==> config.mk <==
export PLATFORM = sky130hd
export DESIGN_NAME = median_feeder
export DESIGN_NICKNAME = d
export VERILOG_FILES = /design/src/rtl/median_feeder.sv
export SDC_FILE = /design/constraint.sdc
export NUM_CORES = 1
export LEC_CHECK = 0
export CORE_MARGIN = 2
export CORE_UTILIZATION = 56
export DETAILED_ROUTE_END_ITERATION = 7
export PLACE_DENSITY = 0.91
export SYNTH_ARGS = -nofsm -noshare
export SYNTH_HDL_FRONTEND = slang
export SYNTH_SLANG_ARGS = --single-unit
==> constraint.sdc <==
create_clock -name CLK -period 3.6 [get_ports CLK]
set_clock_uncertainty 0.15 [all_clocks]
set_input_delay 0.54 -clock CLK [delete_from_list [all_inputs] [get_ports CLK]]
set_output_delay 0.54 -clock CLK [all_outputs]
set_load 0.02 [all_outputs]
==> src/rtl/median_feeder.sv <==
// Feeder for the 9-pixel median core: buffers a 3x3 window, streams it on DI/DSI,
// waits for DSO and hands the median downstream. Optional WAIT timeout: MEDIAN_FEEDER_TIMEOUT_EN.
module median_feeder #(
    parameter int SIZE    = 8,
    parameter int NPIX    = 9,
    parameter int TIMEOUT = 63
) (
    input  logic            CLK,
    input  logic            RST,
    input  logic [SIZE-1:0] PIX_IN,
    input  logic            PIX_VALID,
    output logic            PIX_READY,
    output logic [SIZE-1:0] DI,
    output logic            DSI,
    input  logic [SIZE-1:0] DO,
    input  logic            DSO,
    output logic [SIZE-1:0] RES,
    output logic            RES_VALID,
    input  logic            RES_READY,
    output logic            BUSY
`ifdef MEDIAN_FEEDER_TIMEOUT_EN
    ,
    output logic            ERR
`endif
);

    typedef enum logic [1:0] {S_LOAD, S_SEND, S_WAIT, S_RESULT} state_t;

    localparam logic [3:0] LAST = 4'(NPIX - 1);

    state_t                     state_q, state_d;
    logic [3:0]                 cnt_q, cnt_d, cnt_nxt;
    logic [NPIX-1:0][SIZE-1:0]  buf_q, buf_d;
    logic                       pix_ready_q, pix_ready_d;
    logic                       dsi_q, dsi_d;
    logic [SIZE-1:0]            di_q, di_d;
    logic [SIZE-1:0]            res_q, res_d;
    logic                       res_valid_q, res_valid_d;
    logic                       busy_q, busy_d;
    logic                       ign_q, ign_d;

`ifdef MEDIAN_FEEDER_TIMEOUT_EN
    localparam int TW = $clog2(TIMEOUT + 1);
    localparam logic [TW-1:0] TMO_LAST = TW'(TIMEOUT - 1);
    logic [TW-1:0] tmo_q, tmo_d;
    logic          err_q, err_d;
`endif

    assign cnt_nxt = cnt_q + 4'd1;

    always_comb begin
        state_d     = state_q;
        cnt_d       = cnt_q;
        buf_d       = buf_q;
        pix_ready_d = pix_ready_q;
        dsi_d       = dsi_q;
        di_d        = di_q;
        res_d       = res_q;
        res_valid_d = res_valid_q;
        ign_d       = ign_q;
`ifdef MEDIAN_FEEDER_TIMEOUT_EN
        tmo_d       = tmo_q;
        err_d       = err_q;
`endif
        case (state_q)
            S_LOAD: begin
                if (PIX_VALID && pix_ready_q) begin
                    buf_d[cnt_q] = PIX_IN;
                    if (cnt_q == LAST) begin
                        // buf[0] is already stored, so the first DSI cycle follows the last accept directly
                        cnt_d       = 4'd0;
                        state_d     = S_SEND;
                        pix_ready_d = 1'b0;
                        dsi_d       = 1'b1;
                        di_d        = buf_q[0];
                    end else begin
                        cnt_d = cnt_nxt;
                    end
                end
            end
            S_SEND: begin
                if (cnt_q == LAST) begin
                    cnt_d   = 4'd0;
                    dsi_d   = 1'b0;
                    di_d    = '0;
                    ign_d   = 1'b1;
                    state_d = S_WAIT;
`ifdef MEDIAN_FEEDER_TIMEOUT_EN
                    tmo_d   = '0;
`endif
                end else begin
                    cnt_d = cnt_nxt;
                    di_d  = buf_q[cnt_nxt];
                end
            end
            S_WAIT: begin
                // DSO may still be asserted from the previous window during the first WAIT cycle
                ign_d = 1'b0;
                if (!ign_q && DSO) begin
                    res_d       = DO;
                    res_valid_d = 1'b1;
                    state_d     = S_RESULT;
                end
`ifdef MEDIAN_FEEDER_TIMEOUT_EN
                else if (tmo_q == TMO_LAST) begin
                    err_d       = 1'b1;
                    res_d       = '0;
                    res_valid_d = 1'b1;
                    state_d     = S_RESULT;
                end
                tmo_d = tmo_q + 1'b1;
`endif
            end
            S_RESULT: begin
                if (RES_READY) begin
                    res_valid_d = 1'b0;
                    pix_ready_d = 1'b1;
                    state_d     = S_LOAD;
                end
            end
            default: state_d = S_LOAD;
        endcase
        busy_d = !(state_d == S_LOAD && cnt_d == 4'd0);
    end

    always_ff @(posedge CLK) begin
        if (RST) begin
            state_q     <= S_LOAD;
            cnt_q       <= 4'd0;
            pix_ready_q <= 1'b1;
            dsi_q       <= 1'b0;
            di_q        <= '0;
            res_q       <= '0;
            res_valid_q <= 1'b0;
            busy_q      <= 1'b0;
            ign_q       <= 1'b0;
`ifdef MEDIAN_FEEDER_TIMEOUT_EN
            tmo_q       <= '0;
            err_q       <= 1'b0;
`endif
        end else begin
            state_q     <= state_d;
            cnt_q       <= cnt_d;
            buf_q       <= buf_d;
            pix_ready_q <= pix_ready_d;
            dsi_q       <= dsi_d;
            di_q        <= di_d;
            res_q       <= res_d;
            res_valid_q <= res_valid_d;
            busy_q      <= busy_d;
            ign_q       <= ign_d;
`ifdef MEDIAN_FEEDER_TIMEOUT_EN
            tmo_q       <= tmo_d;
            err_q       <= err_d;
`endif
        end
    end

    assign PIX_READY = pix_ready_q;
    assign DSI       = dsi_q;
    assign DI        = di_q;
    assign RES       = res_q;
    assign RES_VALID = res_valid_q;
    assign BUSY      = busy_q;
`ifdef MEDIAN_FEEDER_TIMEOUT_EN
    assign ERR       = err_q;
`endif

endmodule
==> results of run 1 <==
## synthesized netlist by cell type, types with 3 or more instances
master / number / share of area
and2_1: 4 / 0.0060
mux2i_1: 10 / 0.024
buf_6: 3 / 0.0081
nand3_1: 3 / 0.0036
a21oi_1: 4 / 0.0048
nor2_1: 27 / 0.024
mux4_2: 10 / 0.054
a311oi_1: 8 / 0.017
o21ai_0: 8 / 0.0096
nand2b_1: 3 / 0.0045
clkbuf_1: 6 / 0.0054
o211ai_1: 8 / 0.014
dfxtp_1: 27 / 0.13
nor3_1: 3 / 0.0036
and3_1: 4 / 0.0060
inv_1: 3 / 0.0027
ha_1: 4 / 0.012
mux2_2: 8 / 0.022
buf_2: 5 / 0.0060
mux4_1: 6 / 0.038
nand2_1: 10 / 0.0090
edfxtp_1: 72 / 0.52
## flip-flops by register name, indices dropped and copies added (netlist names)
name and flops:
buf_q 72, DI 8, RES 8, cnt_q 4, state_q 2, BUSY 1
DSI 1, PIX_READY 1, RES_VALID 1, ign_q 1
## stage by stage
stage	util	power (mW)	hold slack (ns)	instance area [sq um]
CTS	0.668	2.17	0.346	4820
finish	0.668	2.16	0.340	4820
floorplan	-	1.36	0.321	4160
global placement	0.638	1.42	0.298	4600
global route	0.668	2.23	0.370	4820
detailed placement	0.638	1.42	0.331	4600
## cells by family after synthesis
family / Yosys count
AOI/OAI and AO/OA: 46
xor gates and xnor gates: 1
adders and majority gates: 4
buffers and inverters: 21
DFF: 99
muxes: 34
and+or+nand+nor: 68
## layout by cell type, fill, tap and decap left out, types with 6 or more instances in the layout
master and instances:
o211ai_1 8, nor2_1 27, mux2i_1 10, clkbuf_8 9, o21ai_0 8, mux4_2 10
a311oi_1 8, nand2_1 10, mux4_1 6, mux2_2 8, clkdlybuf4s50_1 40, edfxtp_1 72
dfxtp_1 27
## area by class of cell
class | count | area (sq um)
Clock buffer | 9 | 124
Clock inverter | 7 | 92.6
Fill cell | 509 | 2400
Inverter | 4 | 15.0
Multi-Input combinational cell | 153 | 1330
Sequential cell | 99 | 2700
Tap cell | 99 | 124
Timing Repair Buffer | 44 | 430
## path summary, 6_finish.rpt
| check | to | cells past startpoint | startpoint |
|---|---|---|---|
| worst max register to register | DI[6]$_SDFFE_PP0P_ | 6 | cnt_q[1]$_SDFF_PP0_ |
| worst min register to register | DSI$_SDFFE_PP0P_ | 2 | DSI$_SDFFE_PP0P_ |
| worst max-delay path | DI[6]$_SDFFE_PP0P_ | 6 | cnt_q[1]$_SDFF_PP0_ |
| worst min-delay path | DSI$_SDFFE_PP0P_ | 2 | DSI$_SDFFE_PP0P_ |
## layer usage
metal	part of all wire	wire length, um
met1	0.41	3650
met5	0	0
met3	0.089	779
met4	0.022	196
met2	0.47	4170
## power by group through the flow
stage	clock network (mW)	logic, mW	registers, mW
after floorplan	0	0.0957	1.27
after global placement	0	0.149	1.27
after detailed placement	0	0.154	1.27
after CTS	0.775	0.154	1.24
after global routing	0.817	0.165	1.24
final	0.767	0.155	1.24
## worst max-delay path: cells and delay by family, from the launching register on
kind	cells	cell delay, ns
AOI/OAI and AO/OA	1	0.09
adders and majority gates	1	0.82
buffers and inverters	1	0.11
DFF	1	0.55
muxes	2	0.71
and+or+nand+nor	1	0.10
==> out/results.ini, run 1 <==
[die]
die_area_sq_mm=0.00813
y_dimension_of_the_die_um=90.1
ios=41
initial_util=0.576
design.core.area_sq_mm=0.00721
die-width_um=90.1
placement_rows=31

[finish]
num_antenna_cells=0
final_layout_net_count=336
synthToLayoutAreaGrowth_pct=16.0
post_route_cells_drive_above_1_share=0.146
final-instance-count-excl-fill=415

[timing]
maxClockFrequency_mhz=375
final-hold-violation-count=0
min_period_ns=2.66
setup-violations-final=0
final-max-slew-violation-count=0
final_critical_path_setup_slack_ns=0.935
worst_slew_margin_rel=0.468
setup-tns-final_ns=0
grt_setup_unrepaired=no
tightest_slew_ns=0.798
final_min_period_over_clock_period=0.740

[global_routing]
met3_global_route_usage=0.0536
grt_start_max_net_pins=29
globalRouteMet2Util=0.347
grt_pass1_vias=2517
grt_antenna_before_repair=0
globalRouteOverflowTotal=0
busiest_layer=met2
grtUsageMet1=0.322
grt_first_pass_wirelength_mm=14.0
grt_util_all_layers=0.229

[cts]
cts.root.buffer_cell=clkbuf_8
ctsHtreeMaxLevel=3
cts_hold_repair.buffers=0
cts_resized=0
clkSlewWorstSetupHoldPaths_ns=0.11
cts.path.max_buffers=2
cts_tree=built
post_cts_buffers=0
clkSinkCount=99
clk_latency_ns=0.38
cts_inserted_buffers=9

[placed_design]
post-dp-hpwl_mm=6.06
post-place-ws_ns=0.857
globalplace.congestion=0.833
placement.io_buffers=40
cell_total_after_placement=399

[worst_setup_path]
timing.critical_path.from_type=register
rrSetupSlack_ns=0.94
crit_path_max_incr_delay_ns=0.82
crit_path_top_delay_cell=ha_1
setup.worst_path.class=register to register
worst-endpoint-arrival_ns=2.78
critPathCaptureType=register
crit_fanout=19
required_time_of_the_critical_path_ns=3.72
crit_chain=inv_1, ha_1, mux4_2, mux2_2, nand2_1, a311oi_2

[detailed_routing]
dr.pass1.iters=5
drtIter0Drc=310
detail_route.vias_per_cell=6.19
routed_wirelength_mm=8.79
drc=0
vias_after_detailed_routing=2567
drt-wirelength-per-cell_um=21.2
drt.antenna.violating_nets=0

[flow_run]
cap_violations=0

[logic_synthesis]
netlist-cell-type-count=53
synth_seq_cells=99
synthAdderAreaFrac=0.0120
ys_async_sr_fraction=0
synth.mux.area_fraction=0.138
fraction_of_the_yosys_area_taken_by_sequential_cells=0.650
synth.cell_area_sq_mm=0.00416
synthFlopType=edfxtp_1
synth_enable_flop_cells=72
synthesized_nets=298
synth.avg_cell_area_sq_um=15.2
postSynthCellCount=273
yosys.area_share.simple=0.0846
synth_compound_gate_area_share=0.0816
yosys_warnings=0
synth_xor_xnor_area_share=0.00391
largest_family_of_logic_cells_by_synthesized_area=multiplexers

[outcome]
outcome=complete, no violations

[pwr]
pwr-share-comb=0.071
vdd_drop_max_v=0.000329
psw_uw=514
power_density_mw_per_mm2=449
switching_share=0.237
p_clk_frac=0.355
static-leakage-power_nw=1.54
internal_power_mw=1.65
sequentialPowerShare=0.574

[hold_path]
hp-class=register to register

Note: power is estimated with default switching activity, not from simulation.
==> run 2: changes to the inputs <==
==> constraint.sdc (replaced) <==
create_clock -name CLK -period 2.7 [get_ports CLK]
set_clock_uncertainty 0.15 [all_clocks]
set_input_delay 0.405 -clock CLK [delete_from_list [all_inputs] [get_ports CLK]]
set_output_delay 0.405 -clock CLK [all_outputs]
set_load 0.02 [all_outputs]
==> out/results.ini, run 2 (synthesis results as in run 1) <==
[outcome]
outcome=complete, no violations

[timing]
final-max-slew-violation-count=0  ; unchanged
tightest_slew_ns=0.608  ; -0.189 ns
fin_worst_hold_slack_ns=0.318  ; -0.0216 ns
final-hold-violation-count=0  ; unchanged
grt_setup_unrepaired=no
final_min_period_over_clock_period=0.894  ; +0.154
maxClockFrequency_mhz=414  ; +10%
worst_slew_margin_rel=0.593  ; +0.125
min_period_ns=2.41  ; -0.251 ns
setup-violations-final=0  ; unchanged
setup-tns-final_ns=0  ; unchanged

[cts]
cts.root.buffer_cell=clkbuf_8
clkSlewWorstSetupHoldPaths_ns=0.10  ; about the same
cts_resized=0  ; unchanged
ctsHtreeMaxLevel=3  ; unchanged
cts_tree=built
post_cts_buffers=0  ; unchanged
clk_latency_ns=0.37  ; about the same
cts.path.max_buffers=2  ; unchanged
clkSinkCount=99  ; unchanged
cts_inserted_buffers=9  ; unchanged
cts_hold_repair.buffers=0  ; unchanged

[placed_design]
postPlaceCellArea_sq_mm=0.00463  ; +0.60%
post-dp-hpwl_mm=5.95  ; -1.8%
placement.io_buffers=40  ; unchanged
globalplace.congestion=0.891  ; +6.9%

[detailed_routing]
drt.antenna.violating_nets=0  ; unchanged
vias_after_detailed_routing=2519  ; -1.9%
detail_route.vias_per_cell=6.04  ; -2.3%
drtIter0Drc=329  ; +6.1%
routed_wirelength_mm=8.53  ; -3.0%
drt-wirelength-per-cell_um=20.5  ; -3.5%
drc=0  ; unchanged
dr.pass1.iters=4  ; -1

[finish]
post_route_cell_area_sq_mm=0.00483  ; +0.16%
post_route_cells_drive_above_1_share=0.151  ; +0.00537
synthToLayoutAreaGrowth_pct=16.1
final_common_cell=edfxtp_1
final_layout_net_count=338  ; +0.60%
regArea_sq_mm=0.00270  ; unchanged
flip_flop_count_of_the_largest_register_after_layout=72  ; unchanged
fillers=516  ; +1.4%
largest_register=buf_q
area_of_the_multi_input_gates_sq_mm=0.00133  ; unchanged
num_antenna_cells=0  ; unchanged
layout_common_cells=72 x edfxtp_1, 40 x clkdlybuf4s50_1, 27 x dfxtp_1, 27 x nor2_1

[hold_path]
hp-class=register to register

[worst_setup_path]
worst-endpoint-arrival_ns=2.28  ; -0.50 ns
reg2regPathDepth=5  ; -1
setup.worst_path.end=buf_q[30]$_DFFE_PP_
crit_fanout=14  ; -5
worstReg2RegStart=state_q[1]$_SDFF_PP0_
rrSetupSlack_ns=0.29  ; -0.65 ns
startpoint=state_q[1]$_SDFF_PP0_
timing.rr.end=buf_q[30]$_DFFE_PP_
timing.critical_path.from_type=register
required_time_of_the_critical_path_ns=2.57  ; -1.15 ns
setup.worst_path.class=register to register
critPathCaptureType=register

[pwr]
static-leakage-power_nw=1.54  ; about the same
vdd_drop_max_v=0.000329  ; about the same
power_density_mw_per_mm2=581  ; +29%

[die]
y_dimension_of_the_die_um=90.1  ; unchanged
die-width_um=90.1  ; unchanged
ios=41  ; unchanged
die_area_sq_mm=0.00813  ; unchanged
initial_util=0.576  ; unchanged
placement_rows=31  ; unchanged
design.core.area_sq_mm=0.00721  ; unchanged

[global_routing]
grt_pass1_vias=2568  ; +2.0%
grt_start_max_net_pins=29  ; unchanged
grt_first_pass_wirelength_mm=13.6  ; -2.3%
grt_util_all_layers=0.220  ; -0.00859
grt_antenna_before_repair=0  ; unchanged
globalRouteOverflowTotal=0  ; unchanged

[flow_run]
cap_violations=0  ; unchanged

[run 2: area by class of cell]
class	instances	area share
sequential	99	0.560
multi-input combinational	153	0.276
timing repair buffer	46	0.0949
clock buffer	9	0.0257
tap	99	0.0257
clock inverter	7	0.0150
inverter	4	0.00311
[run 2: power by group]
part | internal (mW) | total, mW | switching [mW]
Combinational | 0.108 | 0.208 | 0.100
Clock | 0.362 | 0.937 | 0.574
Sequential | 1.64 | 1.66 | 0.0121
[run 2: worst min path at each step]
stage | depth (start not counted) | start | slack (ns) | to
after global routing | 2 | DSI$_SDFFE_PP0P_ | 0.38 | DSI$_SDFFE_PP0P_
final | 2 | DSI$_SDFFE_PP0P_ | 0.32 | DSI$_SDFFE_PP0P_
after CTS | 2 | DSI$_SDFFE_PP0P_ | 0.32 | DSI$_SDFFE_PP0P_
after global placement | 2 | DSI$_SDFFE_PP0P_ | 0.30 | DSI$_SDFFE_PP0P_
after floorplan | 2 | ign_q$_SDFFE_PP0P_ | 0.32 | ign_q$_SDFFE_PP0P_
after detailed placement | 2 | DSI$_SDFFE_PP0P_ | 0.31 | DSI$_SDFFE_PP0P_
[run 2: critical path: stages, from the launching register on]
cell      delay (ns)
dfxtp_1         0.47
nand3b_1        0.29
nor4_1          0.24
buf_4           0.19
nor2b_1         0.27
and2_1          0.45
[run 2: stage by stage]
stage           util  power (mW)  worst slack [ns]  std cells
2_1_floorplan      -        1.82            0.0657        273
3_3_place_gp   0.642        1.89             0.180        401
3_5_place_dp   0.642        1.90            0.0594        401
4_1_cts        0.669        2.81             0.339        417
5_1_grt        0.669        2.88             0.125        417
6_report       0.669        2.80             0.287        417
[run 2: layer usage]
metal / global-route usage / vias to the layer above / share of wire / routed length [um]
li1: - / 1148 / - / -
met1: 0.282 / 1257 / 0.41 / 3470
met5: 0 / - / 0 / 0
met2: 0.370 / 100 / 0.51 / 4350
met3: 0.0545 / 14 / 0.065 / 553
met4: 0.0756 / 0 / 0.018 / 157
==> run 3: changes to the inputs <==
--- a/config.mk
+++ b/config.mk
@@ -6,9 +6,10 @@
 export NUM_CORES = 1
 export LEC_CHECK = 0
 export CORE_MARGIN = 2
-export CORE_UTILIZATION = 56
+export CORE_UTILIZATION = 51
+export CTS_CLUSTER_SIZE = 28
 export DETAILED_ROUTE_END_ITERATION = 7
-export PLACE_DENSITY = 0.91
+export PLACE_DENSITY = 0.87
 export SYNTH_ARGS = -nofsm -noshare
 export SYNTH_HDL_FRONTEND = slang
 export SYNTH_SLANG_ARGS = --single-unit
==> constraint.sdc (replaced) <==
create_clock -name CLK -period 2.07 [get_ports CLK]
set_clock_uncertainty 0.15 [all_clocks]
set_input_delay 0.3105 -clock CLK [delete_from_list [all_inputs] [get_ports CLK]]
set_output_delay 0.3105 -clock CLK [all_outputs]
set_load 0.02 [all_outputs]
==> out/results.ini, run 3 (synthesis results as in run 1) <==
[outcome]
outcome=complete, no violations

[die]
y_dimension_of_the_die_um=94.3  ; +4.6%
initial_util=0.532  ; -0.0438
placement_rows=32  ; +3.2%
die-width_um=94.3  ; +4.6%
die_area_sq_mm=0.00889  ; +9.4%
design.core.area_sq_mm=0.00781  ; +8.2%
ios=41  ; unchanged

[pwr]
vdd_drop_max_v=0.000621  ; +89%
post-layout-total-power_mw=3.69  ; +32%
static-leakage-power_nw=1.73  ; +13%
power_density_mw_per_mm2=716  ; +23%

[flow_run]
cap_violations=0  ; unchanged

[timing]
final-hold-violation-count=0  ; unchanged
tightest_slew_ns=0.483  ; -0.125 ns
setup-tns-final_ns=0  ; unchanged
maxClockFrequency_mhz=497  ; +20%
setup-violations-final=0  ; unchanged
fin_worst_hold_slack_ns=0.342  ; +0.0237 ns
min_period_ns=2.01  ; -0.402 ns
final_min_period_over_clock_period=0.972  ; +0.0780
final-max-slew-violation-count=0  ; unchanged
worst_slew_margin_rel=0.678  ; +0.0849

[worst_setup_path]
setup.worst_path.class=register to register
worst-endpoint-arrival_ns=2.12  ; -0.16 ns
crit_fanout=23  ; +9
timing.critical_path.from_type=register
required_time_of_the_critical_path_ns=2.18  ; -0.39 ns
critPathCaptureType=register

[placed_design]
post-dp-hpwl_mm=6.83  ; +15%
placement.io_buffers=40  ; unchanged
globalplace.congestion=0.945  ; +6.1%

[finish]
regArea_sq_mm=0.00271  ; about the same
num_antenna_cells=0  ; unchanged
fillers=537  ; +4.1%
post_route_cells_drive_above_1_share=0.255  ; +0.104
largest_register=buf_q
layout_common_cells=72 x edfxtp_1, 40 x clkdlybuf4s50_1, 33 x buf_4
flip_flop_count_of_the_largest_register_after_layout=72  ; unchanged
final_layout_net_count=369  ; +9.2%
area_of_the_multi_input_gates_sq_mm=0.00139  ; +4.5%
synthToLayoutAreaGrowth_pct=24.2
final_common_cell=edfxtp_1

[global_routing]
grt_util_all_layers=0.233  ; +0.0133
grt_pass1_vias=2704  ; +5.3%
grt_start_max_net_pins=29  ; unchanged
globalRouteOverflowTotal=0  ; unchanged
grt_antenna_before_repair=0  ; unchanged
grt_first_pass_wirelength_mm=14.8  ; +8.4%

[detailed_routing]
detail_route.vias_per_cell=6.03  ; -0.12%
drt.antenna.violating_nets=0  ; unchanged
drc=0  ; unchanged
drt-wirelength-per-cell_um=21.6  ; +5.7%
drtIter0Drc=287  ; -13%
routed_wirelength_mm=9.75  ; +14%
vias_after_detailed_routing=2721  ; +8.0%
dr.pass1.iters=5  ; +1

[cts]
cts.root.buffer_cell=clkbuf_8
ctsHtreeMaxLevel=3  ; unchanged
cts.path.max_buffers=2  ; unchanged
post_cts_buffers=0  ; unchanged
clkSinkCount=99  ; unchanged
clkSlewWorstSetupHoldPaths_ns=0.10  ; about the same
cts_tree=built
clk_latency_ns=0.38  ; about the same
cts_inserted_buffers=9  ; unchanged

[hold_path]
hp-class=register to register

## run 3: cell count changes in the layout (fill, tap and decap cells not counted), moves of 2 or more
cell | previous run | this run
buf_12 | 1 | 4
clkinv_4 | 2 | 0
mux2_2 | 8 | 4
inv_8 | 2 | 4
mux2_4 | 0 | 4
ha_1 | 4 | 2
buf_4 | 5 | 33
dfxtp_1 | 27 | 25
inv_6 | 1 | 3
dfxtp_2 | 0 | 2
nor3_1 | 3 | 1
## run 3: area by class of cell
cell class              instances  share of cell area
flip-flops and latches         99               0.524
multi-input cells             153               0.269
repair buffers                 77               0.141
well taps                     102              0.0247
clock buffers                   9              0.0240
clock inverters                 7              0.0126
inverters                       4             0.00436
## run 3: power breakdown
group	total (mW)	leakage, nW	switching (mW)	internal (mW)
Sequential	2.16	0.869	0.0158	2.15
Combinational	0.330	0.765	0.157	0.173
Clock	1.20	0.100	0.730	0.473
## run 3: per-layer routing
| layer | track usage | up-vias | share of wire |
|---|---|---|---|
| li1 | - | 1208 | - |
| met1 | 0.308 | 1318 | 0.40 |
| met2 | 0.370 | 168 | 0.48 |
| met3 | 0.0538 | 27 | 0.088 |
| met4 | 0.107 | 0 | 0.032 |
| met5 | 0 | - | 0 |
## run 3: worst max-delay path, stage by stage (launching register included)
cell	delay [ns]
dfxtp_2	0.44
buf_12	0.22
mux4_1	0.60
mux2_2	0.28
nand2_1	0.09
a311oi_1	0.09
## run 3: worst paths after layout
path                       start                  to  slack [ns]  depth (start not counted)
max          cnt_q[0]$_SDFF_PP0_  DI[5]$_SDFFE_PP0P_        0.06                          5
min             DSI$_SDFFE_PP0P_    DSI$_SDFFE_PP0P_        0.34                          2
max reg2reg  cnt_q[0]$_SDFF_PP0_  DI[5]$_SDFFE_PP0P_        0.06                          5
min reg2reg     DSI$_SDFFE_PP0P_    DSI$_SDFFE_PP0P_        0.34                          2
## run 3: per-stage QoR
stage	setup slack (ns)	instance area, sq um	util	std cells
after floorplan	-0.106	4230	-	273
after global placement	-0.191	4950	0.634	435
after detailed placement	-0.284	4950	0.634	435
after CTS	0.00764	5140	0.659	451
after global routing	-0.00235	5160	0.661	451
final	0.0581	5160	0.661	451
## run 3: what timing repair did
item,in CTS,in global routing
gates resized for setup,1,5
hold buffers,0,0
endpoints found under the setup margin,1,51
pin swaps,0,1
